**config.mk**
```make
export PLATFORM = sky130hd
export DESIGN_NAME = gstdmasnd_fifo_flat
export DESIGN_NICKNAME = d
export VERILOG_FILES = /design/src/rtl/gstdmasnd_fifo_if.sv /design/src/rtl/gstdmasnd_fifo.sv /design/src/flat_wrapper.sv
export SDC_FILE = /design/constraint.sdc
export NUM_CORES = 1
export LEC_CHECK = 0
export ABC_AREA = 1
export CORE_ASPECT_RATIO = 1.25
export CORE_MARGIN = 2
export CORE_UTILIZATION = 55
export CTS_CLUSTER_DIAMETER = 120
export DETAILED_ROUTE_END_ITERATION = 8
export HOLD_SLACK_MARGIN = 0.03
export PLACE_DENSITY = 0.75
export SETUP_SLACK_MARGIN = 0.02
export SYNTH_ARGS = -nofsm -noshare
export SYNTH_HDL_FRONTEND = slang
export SYNTH_SLANG_ARGS = --single-unit
```
**constraint.sdc**
```tcl
create_clock -name clk32 -period 4 [get_ports clk32]
set_input_delay 0.8 -clock clk32 [delete_from_list [all_inputs] [get_ports clk32]]
set_output_delay 0.8 -clock clk32 [all_outputs]
set_load 0.005 [all_outputs]
```
**src/rtl/gstdmasnd_fifo_if.sv**
```systemverilog
// DMA-sound buffer bus: MCU load strobe, playback control and PCM/status outputs.
interface gstdmasnd_fifo_if #(
  parameter int unsigned DEPTH = 8
);
  localparam int unsigned LW = $clog2(DEPTH) + 1;

  logic          sload_n;
  logic [15:0]   mdin;
  logic          flush;
  logic [1:0]    mode;
  logic          sample_en;
  logic          sreq;
  logic [LW-1:0] level;
  logic [15:0]   audio_left;
  logic [15:0]   audio_right;
  logic          underrun;
  logic          overrun;

  modport master (
    output sload_n, mdin, flush, mode, sample_en,
    input  sreq, level, audio_left, audio_right, underrun, overrun
  );

  modport slave (
    input  sload_n, mdin, flush, mode, sample_en,
    output sreq, level, audio_left, audio_right, underrun, overrun
  );
endinterface

```
**src/rtl/gstdmasnd_fifo.sv**
```systemverilog
// DMA-sound sample FIFO: captures MCU-strobed words, requests refills and
// unpacks words into left/right PCM samples on each playback tick.
module gstdmasnd_fifo #(
  parameter int unsigned DEPTH     = 8,
  parameter int unsigned REQ_LEVEL = 4
) (
  input  logic               clk32,
  input  logic               reset,
  gstdmasnd_fifo_if.slave    bus
);
  localparam int unsigned AW = $clog2(DEPTH);
  localparam int unsigned LW = AW + 1;

  typedef enum logic {PH0 = 1'b0, PH1 = 1'b1} phase_t;

  logic [15:0]   mem [DEPTH];
  logic [AW-1:0] wr_ptr, rd_ptr;
  logic [LW-1:0] level_q, level_next;
  phase_t        phase, phase_next;
  logic          sload_d;
  logic [15:0]   left_q, right_q, left_next, right_next;
  logic          sreq_q, under_q, over_q;
  logic          push, full, push_ok, under_set, over_set, clr;
  logic [1:0]    pop_cnt;
  logic [15:0]   word0, word1;

  assign clr   = reset | bus.flush;
  assign push  = ~bus.sload_n & sload_d;
  assign full  = (level_q == LW'(DEPTH));
  assign word0 = mem[rd_ptr];
  assign word1 = mem[rd_ptr + AW'(1)];

  // Playback phase register
  always_ff @(posedge clk32) begin
    if (clr) phase <= PH0;
    else     phase <= phase_next;
  end

  // Playback next-state, sample unpacking and pop decision
  always_comb begin
    phase_next = phase;
    left_next  = left_q;
    right_next = right_q;
    pop_cnt    = 2'd0;
    under_set  = 1'b0;
    if (bus.sample_en) begin
      if (phase == PH1) begin
        // Second half of a mono frame always completes as mono
        if (level_q >= LW'(1)) begin
          left_next  = {word0[7:0], 8'h00};
          right_next = {word0[7:0], 8'h00};
          pop_cnt    = 2'd1;
          phase_next = PH0;
        end else begin
          under_set = 1'b1;
        end
      end else begin
        case (bus.mode)
          2'b01: begin
            if (level_q >= LW'(1)) begin
              left_next  = {word0[15:8], 8'h00};
              right_next = {word0[15:8], 8'h00};
              phase_next = PH1;
            end else begin
              under_set = 1'b1;
            end
          end
          2'b10: begin
            if (level_q >= LW'(2)) begin
              left_next  = word0;
              right_next = word1;
              pop_cnt    = 2'd2;
            end else begin
              under_set = 1'b1;
            end
          end
          default: begin
            if (level_q >= LW'(1)) begin
              left_next  = {word0[15:8], 8'h00};
              right_next = {word0[7:0], 8'h00};
              pop_cnt    = 2'd1;
            end else begin
              under_set = 1'b1;
            end
          end
        endcase
      end
    end
    push_ok    = push & (~full | (pop_cnt != 2'd0));
    over_set   = push & ~push_ok;
    level_next = level_q + LW'(push_ok) - LW'(pop_cnt);
  end

  // Load strobe edge detector runs through reset so the first low is seen as an edge
  always_ff @(posedge clk32) begin
    sload_d <= bus.sload_n;
  end

  always_ff @(posedge clk32) begin
    if (!clr && push_ok) mem[wr_ptr] <= bus.mdin;
  end

  always_ff @(posedge clk32) begin
    if (clr) begin
      wr_ptr  <= '0;
      rd_ptr  <= '0;
      level_q <= '0;
      left_q  <= '0;
      right_q <= '0;
      sreq_q  <= 1'b0;
      under_q <= 1'b0;
      over_q  <= 1'b0;
    end else begin
      if (push_ok) wr_ptr <= wr_ptr + AW'(1);
      rd_ptr  <= rd_ptr + AW'(pop_cnt);
      level_q <= level_next;
      left_q  <= left_next;
      right_q <= right_next;
      sreq_q  <= (level_next <= LW'(REQ_LEVEL));
      under_q <= under_q | under_set;
      over_q  <= over_q | over_set;
    end
  end

  assign bus.sreq        = sreq_q;
  assign bus.level       = level_q;
  assign bus.audio_left  = left_q;
  assign bus.audio_right = right_q;
  assign bus.underrun    = under_q;
  assign bus.overrun     = over_q;
endmodule
```
**src/flat_wrapper.sv**
```systemverilog
// flat-port wrapper written by rule: the top's interface ports become plain ports
module gstdmasnd_fifo_flat 
#(
  parameter int unsigned DEPTH     = 8,
  parameter int unsigned REQ_LEVEL = 4
)
  (clk32, reset, bus_sload_n, bus_mdin, bus_flush, bus_mode, bus_sample_en, bus_sreq, bus_level, bus_audio_left, bus_audio_right, bus_underrun, bus_overrun);
  gstdmasnd_fifo_if #(.DEPTH(DEPTH)) bus_i ();
  input  logic clk32;
  input  logic reset;
  input wire logic [$bits(bus_i.sload_n)-1:0] bus_sload_n;
  input wire logic [$bits(bus_i.mdin)-1:0] bus_mdin;
  input wire logic [$bits(bus_i.flush)-1:0] bus_flush;
  input wire logic [$bits(bus_i.mode)-1:0] bus_mode;
  input wire logic [$bits(bus_i.sample_en)-1:0] bus_sample_en;
  output wire logic [$bits(bus_i.sreq)-1:0] bus_sreq;
  output wire logic [$bits(bus_i.level)-1:0] bus_level;
  output wire logic [$bits(bus_i.audio_left)-1:0] bus_audio_left;
  output wire logic [$bits(bus_i.audio_right)-1:0] bus_audio_right;
  output wire logic [$bits(bus_i.underrun)-1:0] bus_underrun;
  output wire logic [$bits(bus_i.overrun)-1:0] bus_overrun;
  assign bus_i.sload_n = bus_sload_n;
  assign bus_i.mdin = bus_mdin;
  assign bus_i.flush = bus_flush;
  assign bus_i.mode = bus_mode;
  assign bus_i.sample_en = bus_sample_en;
  assign bus_sreq = bus_i.sreq;
  assign bus_level = bus_i.level;
  assign bus_audio_left = bus_i.audio_left;
  assign bus_audio_right = bus_i.audio_right;
  assign bus_underrun = bus_i.underrun;
  assign bus_overrun = bus_i.overrun;
  gstdmasnd_fifo #(.DEPTH(DEPTH), .REQ_LEVEL(REQ_LEVEL)) u_core (.clk32(clk32), .reset(reset), .bus(bus_i));
endmodule
```
# Yosys cells after proc, flatten, opt, wreduce, memory -nomap -nowiden
# Memories as Yosys holds them, arrays and structs flattened. A register that Yosys moved wholly into a read port is not among the register bits.
# Cells that the tools add are included.
# classes
addsub	5
magnitude_cmp	3
eq_ne	6
mux	25
bitwise	10
n_reduce_logical	6
# ops
cell	n
16-bit two-way mux	8
16-bit case mux with 2 select lines	1
1-bit two-way mux	11
3-bit by 1-bit adder with 3-bit output, second input constant	2
2-bit two-way mux	3
3-bit by 1-bit != test with 1-bit output, second input constant	2
4-bit by 1-bit adder with 4-bit output	1
4-bit == test, second input constant	1
4-bit by 1-bit greater-or-equal comparator with 1-bit output, second input constant	1
4-bit by 2-bit greater-or-equal comparator with 1-bit output, second input constant	1
4-bit by 3-bit less-or-equal comparator with 1-bit output, second input constant	1
1-bit bitwise OR	4
2-bit case mux with 2 select lines	1
4-bit AND reduction	1
2-bit nonzero test	2
4-bit by 2-bit subtractor with 4-bit output	1
3-bit by 2-bit adder with 3-bit output	1
1-bit AND	3
3-bit two-way mux	1
1-bit inverter	3
3-bit AND reduction	1
2-bit by 1-bit == test with 1-bit output, second input constant	1
2-bit == test, second input constant	1
2-bit != test, second input constant	1
other kinds (2)	2
# word_totals
register_bits	47
mem_bits_rw	128
output_inout_bits	39
mem_count	1
# memory_table
memory	words	width	rd	rd_ports_with_merged_regs	write_ports	line	rtl
u_core.mem	8	16	2	1	1	gstdmasnd_fifo.sv:16	logic [15:0] mem [DEPTH];

# Logic depth before layout (Yosys ltp)
# logic_depth
depth_word	11
mapped_depth	17
depth_no_buf	16

# Worst setup path after synthesis
# Ideal clock, no wire load.
# synth_path
path_type	input to register
start	in bus_mode[0]
end	mem u_core.mem[0][0] (enable)
setup_time_ns	0.388
arrival_ns	2.677
required_ns	3.612
setup_slack_ns	0.935
path_stages	10
n_path_buf	0
cell_sequence	inv_1 > ha_1 > inv_1 > nand2_1 > nand2_1 > o21ai_2 > nand2_2 > inv_2 > nand2_1 > nor2_1
# synth_between
elab_chain_cells	10
elab_cells_between_ends	11
cone_classes	eq/ne (2); mux (5); bitwise (2); reduce/logical (2)
# synth_rtl
element	line	rtl
start, declared	flat_wrapper.sv:14	input wire logic [$bits(bus_i.mode)-1:0] bus_mode;
2-bit == test or 2-bit by 1-bit == test with 1-bit output (tied branches)	gstdmasnd_fifo.sv:58	case (bus.mode)
2-bit case mux with 2 select lines (*)	gstdmasnd_fifo.sv:58	
2-bit two-way mux (*)	gstdmasnd_fifo.sv:47	if (phase == PH1) begin
2-bit two-way mux (*)	gstdmasnd_fifo.sv:46	if (bus.sample_en) begin
2-bit nonzero test (*)	gstdmasnd_fifo.sv:89	push_ok = push & (~full | (pop_cnt != 2'd0));
1-bit bitwise OR (*)	gstdmasnd_fifo.sv:89	
1-bit AND (*)	gstdmasnd_fifo.sv:89	
net u_core.push_ok	gstdmasnd_fifo.sv:23	logic push, full, push_ok, under_set, over_set, clr;
1-bit logical AND (*)	gstdmasnd_fifo.sv:100	if (!clr && push_ok) mem[wr_ptr] <= bus.mdin;
1-bit two-way mux (*)	gstdmasnd_fifo.sv:100	
1-bit two-way mux (not written as such) (*)	gstdmasnd_fifo.sv:100	
end, declared	gstdmasnd_fifo.sv:16	
# The timed path passes the listed nets; every way through them passes the cells marked *.

# Final worst setup path
# layout_path
start	in bus_mode[0]
end	reg u_core.sreq_q (netlist: u_core.bus.sreq)
# layout_between
elab_chain_cells	10
elab_cells_between_ends	11
cone_classes	add/sub (2); order compare (1); eq/ne (2); mux (3); bitwise (2); reduce/logical (1)
# layout_rtl
element	line	rtl
2-bit == test or 2-bit by 1-bit == test with 1-bit output (tied branches)	gstdmasnd_fifo.sv:58	
2-bit case mux with 2 select lines (*)	gstdmasnd_fifo.sv:58	
2-bit two-way mux (*)	gstdmasnd_fifo.sv:47	
2-bit two-way mux (*)	gstdmasnd_fifo.sv:46	
2-bit nonzero test	gstdmasnd_fifo.sv:89	
1-bit bitwise OR	gstdmasnd_fifo.sv:89	
1-bit AND	gstdmasnd_fifo.sv:89	
4-bit by 1-bit adder with 4-bit output	gstdmasnd_fifo.sv:91	level_next = level_q + LW'(push_ok) - LW'(pop_cnt);
4-bit by 2-bit subtractor with 4-bit output (*)	gstdmasnd_fifo.sv:91	
4-bit by 3-bit less-or-equal comparator with 1-bit output (*)	gstdmasnd_fifo.sv:119	sreq_q <= (level_next <= LW'(REQ_LEVEL));
end signal, assigned	gstdmasnd_fifo.sv:119	
end, declared	gstdmasnd_fifo.sv:22	logic sreq_q, under_q, over_q;
# Every way passes the cells marked *; elsewhere a longest branch is shown, timed or not.
# A chain may end at the register's enable or synchronous reset.

==> results.ini <==
[logic_synthesis]
synth_edf_count=128
synth_cells=1105
synth_nets=1143
yosysSeqAreaShare_pct=52.13
ys_ff_latch=175
yosysWarnings=0
ys.flop_type=edfxtp_1
syn_avg_cell_area_um2=8.307
async_flop_share_pct=0
synth_cell_types=40
syn-cell-area_um2=9179

[final_layout]
final_area_um2=10560
ff_latch_area_um2=4788
area.growth.synth_to_final_pct=15.08
fin_nets=1190
multi_input_area_um2=3443
nFillCells=1331
drive_gt1_share_pct=8.155
layout_common_cells=300 x nand2_1, 191 x nand3_1, 162 x inv_1
final_common_cell=nand2_1
num_antenna_cells=0

[cts]
cts_buffers=17
cts_root_buf=clkbuf_16
clkTransAtPathRegs_ns=0.06
cts.sinks=175
cts-resized-gates=0
cts_tree=built
cts_buffer_depth=2
ctsHoldBuffers=0
htreeDepth=4
clk_latency_ns=0.43
post_cts_buffers=0

[timing]
finalMaxSlewViolations=0
post-route-min-period_ns=3.054
relSlewSlack_pct=28.75
skew_ns=0.008111
min_period_over_period_pct=76.35
hold_viol_final=0
hold-worst-slack_ns=0.4597
rsz0062_at_grt=false
tns_ns=0
layout_setup_ws_ns=0.9458
setup_viol=0
tightest_slew_ns=1.069
max_freq_ghz=0.3274

[grt]
grt_max_degree=108
antenna_found_initial=0
met2_usage_pct=42.03
grt_first_pass_wirelength_mm=36.02
grt_use_total_pct=26.47
grt-ovfl-total=0
grt_busiest_layer=met2
grt_pass1_vias=6806
globalRouteMet1Util_pct=36.26
grtUsageMet3_pct=5.521

[setup_path]
path_common_cell=inv_1
r2r_start=u_core.bus.level[3]
slowest_stage=clkdlybuf4s50_1
end_kind=register
r2r_slack_ns=1.27
worstPathRequired_ns=4.33
crit-reg2reg-capture=u_core.bus.sreq
worstSetupStartpointType=input pin
arrival_ns=3.38
cp_cell_sequence=clkdlybuf4s50_1, inv_1, ha_1, inv_1, nand2_1, nand2_1, nor2_1, ha_1, inv_1, ha_1, inv_1, fa_1, xor2_1, a21oi_1, nor2_1
slowest_delay_ns=0.48
worst-setup-path-type=in2reg
path_max_fanout=3
r2r_cells=15

[pwr]
ir_drop_mv=0.3257
p_leak_nw=4.402
p_per_area_nw_per_um2=385.7

[placement]
hpwlAfterDp_mm=15.40
placed_area_um2=9958
port_buffers=61
pre_cts_ws_ns=0.5126
gp_congestion=0.8694

[worst_hold_path]
holdPathStages=2
hold_end=u_core.bus.overrun
hp-class=reg2reg
worstHoldStart=u_core.bus.overrun

[floorplanning]
die_w_um=119.5
ios=62
die_area_um2=17740
core-area_um2=16270
fp.dieH_um=148.4
start_util_pct=56.43
rows=52

[drt]
drt-total-wl_mm=22.81
drc=0
vias_per_cell=5.480
via_count=7568
wl_per_cell_um=16.51
drt_pass1_iterations=5
drt-initial-drc-count=837
ant_nets=0

[flow_run]
drv_cap=0

[outcome]
outcome=completed

-- synth_stat cells (2+ instances only) --
cell | number | area share, %
nand2_1 | 300 | 12
nand3_1 | 191 | 10
inv_1 | 161 | 6.6
edfxtp_1 | 128 | 42
nor2_1 | 58 | 2.4
dfxtp_1 | 47 | 10
a21oi_1 | 40 | 2.2
buf_2 | 27 | 1.5
o21ai_0 | 21 | 1.1
clkbuf_1 | 19 | 0.78
o21ai_1 | 18 | 0.98
o22ai_1 | 14 | 0.95
ha_1 | 13 | 1.8
inv_2 | 9 | 0.37
o211ai_2 | 9 | 1.2
nand4_1 | 8 | 0.55
buf_1 | 4 | 0.16
xor2_1 | 4 | 0.38
buf_4 | 3 | 0.25
buf_6 | 3 | 0.37
nand2_4 | 3 | 0.37
nor2_2 | 3 | 0.20
fa_1 | 2 | 0.44
nand2_2 | 2 | 0.14
nor2_4 | 2 | 0.25
o21ai_2 | 2 | 0.19
-- through the flow --
step                      total power (W)  util, %  instances
after detailed placement         0.002463    61.22       1349
after global routing             0.004222    64.94       1381
after global placement           0.002457    61.22       1349
after floorplan                  0.002322        -       1105
after CTS                        0.004090    64.94       1381
final                            0.004074    64.94       1381
-- area by class of cell --
type,count,area share [%]
Clock inverter,7,0.4264
Multi-Input combinational cell,700,32.60
Tap cell,216,2.559
Clock buffer,25,5.295
Inverter,173,6.183
Timing Repair Buffer,85,7.605
Sequential cell,175,45.33
-- worst max-delay path by stage --
stage | startpoint | end | slack [ns] | depth (start not counted)
4_1_cts | bus_mode[0] | u_core.bus.sreq | 0.96 | 15
2_1_floorplan | bus_mode[0] | u_core.mem[0][0] | 0.93 | 10
5_1_grt | bus_mode[0] | u_core.bus.sreq | 0.78 | 15
6_report | bus_mode[0] | u_core.bus.sreq | 0.95 | 15
3_5_place_dp | bus_mode[0] | u_core.bus.sreq | 0.51 | 15
3_3_place_gp | bus_mode[0] | u_core.bus.sreq | 0.54 | 15
-- kinds of logic (layout without fill, tap and decap cells) --
family / count (synthesis) / in the layout / synth area share, %
AO/OA/AOI/OAI: 107 / 107 / 6.938
adder cells (fa/ha/maj): 15 / 15 / 2.208
buffers and inverters: 230 / 290 / 10.36
AND/OR/NAND/NOR: 572 / 572 / 27.51
flip-flops: 175 / 175 / 52.13
XOR/XNOR: 6 / 6 / 0.8588
-- sequential cells by signal, indices dropped and copies added, names as in the netlist --
| register | cells |
|---|---|
| u_core.mem | 128 |
| u_core.bus.level | 4 |
| u_core.bus.underrun | 1 |
| u_core.bus.sreq | 1 |
| u_core.wr_ptr | 3 |
| u_core.bus.overrun | 1 |
| u_core.bus.audio_left | 16 |
| u_core.phase | 1 |
| u_core.rd_ptr | 3 |
| u_core.sload_d | 1 |
| u_core.bus.audio_right | 16 |
-- power by group --
group	switching [W]	internal, W	leakage, nW
registers	0.0000174	0.00197	1.53
logic	0.000281	0.000162	2.57
clock network	0.000675	0.000971	0.302
-- per-layer routing --
| layer | up-vias | wire length [um] |
|---|---|---|
| met1 | 3463 | 9511 |
| met3 | 45 | 1934 |
| met5 | - | 0 |
| met2 | 367 | 10760 |
| met4 | 0 | 603 |
| li1 | 3693 | - |
-- worst max-delay path: cells and delay by family --
kind | cells | cell delay (ns)
adder cells (fa/ha/maj) | 4 | 1.15
buffers and inverters | 5 | 0.70
AND/OR/NAND/NOR | 4 | 0.41
XOR/XNOR | 1 | 0.17
AO/OA/AOI/OAI | 1 | 0.14
(Power assumes the default switching activity.)
